## src/rtl/cpu_types_pkg.sv

```systemverilog
// Shared CPU types: word type, RAM handshake states and arbiter FSM states.
package cpu_types_pkg;

  typedef logic [31:0] word_t;

  typedef enum logic [1:0] {FREE, BUSY, ACCESS, ERROR} ramstate_t;

  typedef enum logic [1:0] {ARB_IDLE, ARB_DGNT, ARB_IGNT} arbstate_t;

endpackage

```

## src/rtl/ram_request_arbiter.sv

```systemverilog
// Arbitrates the single-ported RAM between instruction fetch and data load/store.
// Data wins in IDLE unless a pending fetch has been starved STARVE_MAX times.
module ram_request_arbiter
  import cpu_types_pkg::*;
#(
  parameter int STARVE_MAX = 4,
  parameter int CNT_W      = 3
) (
  input  logic        CLK,
  input  logic        nRST,
  input  logic        iREN,
  input  logic [31:0] iaddr,
  input  logic        dREN,
  input  logic        dWEN,
  input  logic [31:0] daddr,
  input  logic [31:0] dstore,
  input  logic [1:0]  ramstate,
  input  logic [31:0] ramload,
  output logic        ramREN,
  output logic        ramWEN,
  output logic [31:0] ramaddr,
  output logic [31:0] ramstore,
  output logic        iwait,
  output logic        dwait,
  output logic [31:0] iload,
  output logic [31:0] dload,
  output logic        ram_err
);

  arbstate_t        state;
  arbstate_t        next_state;
  logic [CNT_W-1:0] starve_cnt;
  ramstate_t        rs;
  logic             d_req;
  logic             starved;

  assign rs      = ramstate_t'(ramstate);
  assign d_req   = dREN | dWEN;
  assign starved = iREN && (starve_cnt == CNT_W'(STARVE_MAX));
  assign iload   = ramload;
  assign dload   = ramload;

  // Next-state decision; a dropped request, completion or error all return to IDLE.
  always_comb begin
    next_state = state;
    case (state)
      ARB_IDLE: begin
        if (d_req && !starved) begin
          next_state = ARB_DGNT;
        end else if (iREN) begin
          next_state = ARB_IGNT;
        end else begin
          next_state = ARB_IDLE;
        end
      end
      ARB_DGNT: begin
        if (!d_req || rs == ACCESS || rs == ERROR) begin
          next_state = ARB_IDLE;
        end else begin
          next_state = ARB_DGNT;
        end
      end
      ARB_IGNT: begin
        if (!iREN || rs == ACCESS || rs == ERROR) begin
          next_state = ARB_IDLE;
        end else begin
          next_state = ARB_IGNT;
        end
      end
      default: next_state = ARB_IDLE;
    endcase
  end

  // State register.
  always_ff @(posedge CLK or negedge nRST) begin
    if (!nRST) begin
      state <= ARB_IDLE;
    end else begin
      state <= next_state;
    end
  end

  // RAM-side mux and wait/error handshake; enables follow the owner's live request.
  always_comb begin
    ramREN   = 1'b0;
    ramWEN   = 1'b0;
    ramaddr  = 32'd0;
    ramstore = 32'd0;
    iwait    = 1'b1;
    dwait    = 1'b1;
    ram_err  = 1'b0;
    case (state)
      ARB_DGNT: begin
        if (d_req) begin
          ramaddr  = daddr;
          ramstore = dstore;
          ramWEN   = dWEN;
          ramREN   = dREN & ~dWEN;
          dwait    = (rs != ACCESS);
          ram_err  = (rs == ERROR);
        end else begin
          ramREN = 1'b0;
        end
      end
      ARB_IGNT: begin
        if (iREN) begin
          ramaddr = iaddr;
          ramREN  = 1'b1;
          iwait   = (rs != ACCESS);
          ram_err = (rs == ERROR);
        end else begin
          ramREN = 1'b0;
        end
      end
      default: begin
        ramREN = 1'b0;
      end
    endcase
  end

  // Starvation counter: counts data completions that happen while a fetch is waiting.
  always_ff @(posedge CLK or negedge nRST) begin
    if (!nRST) begin
      starve_cnt <= '0;
    end else if (!iREN) begin
      starve_cnt <= '0;
    end else if (state == ARB_IGNT && rs == ACCESS) begin
      starve_cnt <= '0;
    end else if (state == ARB_DGNT && d_req && rs == ACCESS &&
                 starve_cnt != CNT_W'(STARVE_MAX)) begin
      starve_cnt <= starve_cnt + CNT_W'(1);
    end else begin
      starve_cnt <= starve_cnt;
    end
  end

endmodule

```

## config.mk

```make
export PLATFORM = sky130hd
export DESIGN_NAME = ram_request_arbiter
export DESIGN_NICKNAME = d
export VERILOG_FILES = /design/src/rtl/cpu_types_pkg.sv /design/src/rtl/ram_request_arbiter.sv
export SDC_FILE = /design/constraint.sdc
export NUM_CORES = 1
export LEC_CHECK = 0
export CORE_AREA = 2 2 104 106
export DETAILED_ROUTE_END_ITERATION = 8
export DIE_AREA = 0 0 106 108
export SETUP_SLACK_MARGIN = 0.2
export SLEW_MARGIN = 20
export SYNTH_ARGS = -nofsm -noshare
export SYNTH_HDL_FRONTEND = slang
export SYNTH_SLANG_ARGS = --single-unit
```

## constraint.sdc

```tcl
create_clock -name CLK -period 2.1 [get_ports CLK]
set_input_delay 0.42 -clock CLK [delete_from_list [all_inputs] [get_ports CLK]]
set_output_delay 0.42 -clock CLK [all_outputs]
set_load 0.005 [all_outputs]
```

==> key figures <==
Worst setup path
  – Reg2Reg Setup Slack: ~320 ps
  – Reg2Reg Depth: 9
  – Capture point of the worst reg-to-reg path: starve_cnt[2]$_DFFE_PN0P_
  – Setup crit start kind: register
  – Crit path required time: 1680 ps
  – WS Path Type: reg2out
  – Reg-to-Reg Start: state[0]$_DFF_PN0_
  – CP Data Arrival Time: approximately 1800 ps
  – CP Max Fanout: 7
  – Crit. End Element: output port

Logic synthesis
  – Cell taking the most area after synthesis: buf_4
  – Post-synthesis sequential area ratio: 7.262%
  – Post-synthesis async set-or-reset flop share: 100.0%
  – Commonest cells post-synth: buf_4, nor2b_1, a22oi_1
  – Syn Area/Cell: 7.692 um^2
  – EDFF count, synth: 0
  – Cells after Synth: 224
  – Post-Syn Area: 1723 um^2
  – Unique masters post-synth: 27
  – Main synth FF type: dfrtp_1
  – Count leader, synth: buf_4
  – Seq cells post-synth: 5
  – Top-area cell type share of the netlist area: between 20% and 30%
  – Top cells by area, synth: buf_4, a22oi_1, nor2b_1, and2_4, dfrtp_1
  – Yosys warns: 0
  – Synthesized Nets: ~370

CTS
  – Htree depth: 1
  – Clock-pin transition on the worst setup and hold timing paths: 40 ps
  – Clk_lat worst skew: approximately 220 ps
  – Max clock buf depth: 2
  – Root Driver: clkbuf_8
  – CTS sink count: 5
  – TritonCTS Buffers: 3
  – CTS tree: built

Power
  – Pint: between 1000 and 1500 uW
  – Combinational power share: 85.4%
  – Clock power share: 8.8%
  – Maximum resistive drop on vdd: 0.0003527 V
  – Psw: between 600 and 700 uW
  – Leak: around 0.0016 uW
  – Power per Cell Area: around 530 nW/um^2
  – Register share of total power: 5.7%
  – Switching part of the total power: between 30 and 40%

Floorplanning
  – I/O Pins: roughly 270
  – Initial Util: between 15 and 20%
  – Die H: ~110 um
  – Area of the core: 10,230 um^2
  – Row count: 37
  – Die W: between 100 and 150 um
  – Overall die area: 11,450 um^2

Outcome
  – Status: finished with violations
  – Violated checks: setup timing

GRT
  – Vias in the first global route: between 2,000 and 2,500
  – Largest net degree at the start of global routing: 33
  – GRT Overall Usage: ~14%
  – First-pass GRT wire length: 12,760 um
  – Initial antenna violation count: 0
  – Congestion Overflow GR: 0

STA
  – Worst-Margin Slew: 411.6 ps
  – RSZ-0062 raised after global routing: true
  – Final hold vios: 0
  – Final count of pins violating max slew: 0
  – Fmax: around 460 MHz
  – Final worst slack: -94.20 ps
  – Part of the cycle the worst path needs: 104.5%
  – Tmin final: around 2200 ps
  – Clock Skew: between 2 and 3 ps
  – Hold Slack: about 420 ps
  – Endpoints failing setup: 37
  – Worst slew margin: 72.27%

Cells and area
  – Antenna diodes: 0
  – Layout Cells excl Fill: 505
  – Nets: just over 500
  – Register area: 125.1 um^2
  – Share of cells above drive strength 1: 51.22%
  – Fillers: 1,049
  – Synth-to-layout area growth: 120.6%
  – Multi-input logic area: approximately 1200 um^2
  – Final Cell Area: 3801 um^2

Detailed routing
  – DRC violations left: 0
  – Average wire per standard cell: approximately 18 um
  – Vias: ~2,200
  – Top sig layer: met4
  – Vias per cell: around 4.3
  – Detailed Route WL: 8924 um
  – Initial DRC count: between 50 and 60
  – Count of antenna-violating nets left after detailed routing: 0
  – DR WL met3: around 740 um
  – Routed wl met2: just under 5000 um
  – M1 wire length: around 3300 um
  – 1st-pass router iterations: 4

Hold path
  – Hold Path Class: in2async

Placement
  – DP Area: between 3000 and 4000 um^2
  – Inst Count DP: around 470
  – Half-perimeter wire length after placement: 5997 um
  – GPL Wtd Cong: between 0.8 and 0.9
  – Port bufs: roughly 170

Job
  – Max cap viols: 0
-- power groups by stage --
| stage | Sequential (uW) | Clock, uW | Combinational, uW |
|---|---|---|---|
| after detailed placement | 116 | 0 | 1230 |
| after global routing | 118 | 193 | 1830 |
| after floorplan | 113 | 0 | 619 |
| after CTS | 117 | 181 | 1730 |
| final | 116 | 179 | 1730 |
| after global placement | 115 | 0 | 1220 |
-- final cells by class --
class	instances	share of cell area [%]
Inverter	5	0.4937
Clock buffer	4	1.185
Sequential cell	5	3.292
Timing Repair Buffer	219	58.66
Multi-Input combinational cell	136	31.90
Tap cell	136	4.477
-- routing by layer --
layer / global-route usage, % / vias to the layer above
li1: - / 983
met3: 3.556 / 19
met2: 28.62 / 154
met4: 3.102 / 0
met5: 0 / -
met1: 15.15 / 1005
-- flip-flops by register name, indices dropped and copies added, names as in the netlist --
| name | cells |
|---|---|
| starve_cnt | 3 |
| state | 2 |
-- kinds of logic after synthesis --
kind of cell | count (synthesis) | synth area share [%]
compound gates | 45 | 19.17
fa+ha+maj | 6 | 4.357
buf+inv | 83 | 35.73
flops | 5 | 7.262
simple gates | 85 | 33.48
-- what timing repair did --
action                                  4_1_cts  5_1_grt
endpoints found under the setup margin       69       68
setup buffers                                20        4
hold buffers                                  0        0
pin swaps                                    42       16
gates resized for setup                     369       13
cloned                                        9        0
-- placed cells by master (no fill, tap or decap), types with 3 or more instances in the layout --
master	synthesis	final
buf_2	3	39
buf_12	0	7
dfrtp_1	5	5
ha_1	6	3
buf_6	8	42
ha_4	0	3
nand2b_1	3	3
dlygate4sd2_1	0	4
and2_1	14	8
and2_4	21	27
nor2b_1	34	33
inv_1	5	3
a22oi_2	0	32
buf_4	64	15
o21ai_0	3	3
clkbuf_2	0	3
clkbuf_8	0	3
buf_16	0	9
clkdlybuf4s50_1	0	98
a21oi_1	4	4
-- worst max path at each step --
stage                                  start  slack [ps]     endpoint
after detailed placement                dREN        -450   ramaddr[3]
final                     state[0]$_DFF_PN0_         -90  ramaddr[27]
after CTS                 state[0]$_DFF_PN0_        -130  ramaddr[14]
after floorplan           state[0]$_DFF_PN0_         400      ram_err
after global placement                  dREN        -460   ramaddr[3]
after global routing      state[0]$_DFF_PN0_        -170   ramaddr[4]
-- stage by stage --
step,TNS (ps),utilization (%),setup slack (ps),total power (uW)
final,-1831,37.15,-94.20,2022
after global routing,-5043,37.15,-171.7,2143
after floorplan,0,-,398.6,731.6
after global placement,-21910,30.99,-461.6,1336
after CTS,-2619,36.82,-131.6,2026
after detailed placement,-23190,30.99,-452.1,1347
-- critical path: stages, from the launching register on --
cell,delay (ps)
dfrtp_1,410
buf_6,130
ha_4,150
o21a_4,150
buf_12,140
buf_12,130
buf_8,120
a22oi_2,120
nor2b_1,60
buf_2,120
Power figures use the tool's default switching activity.
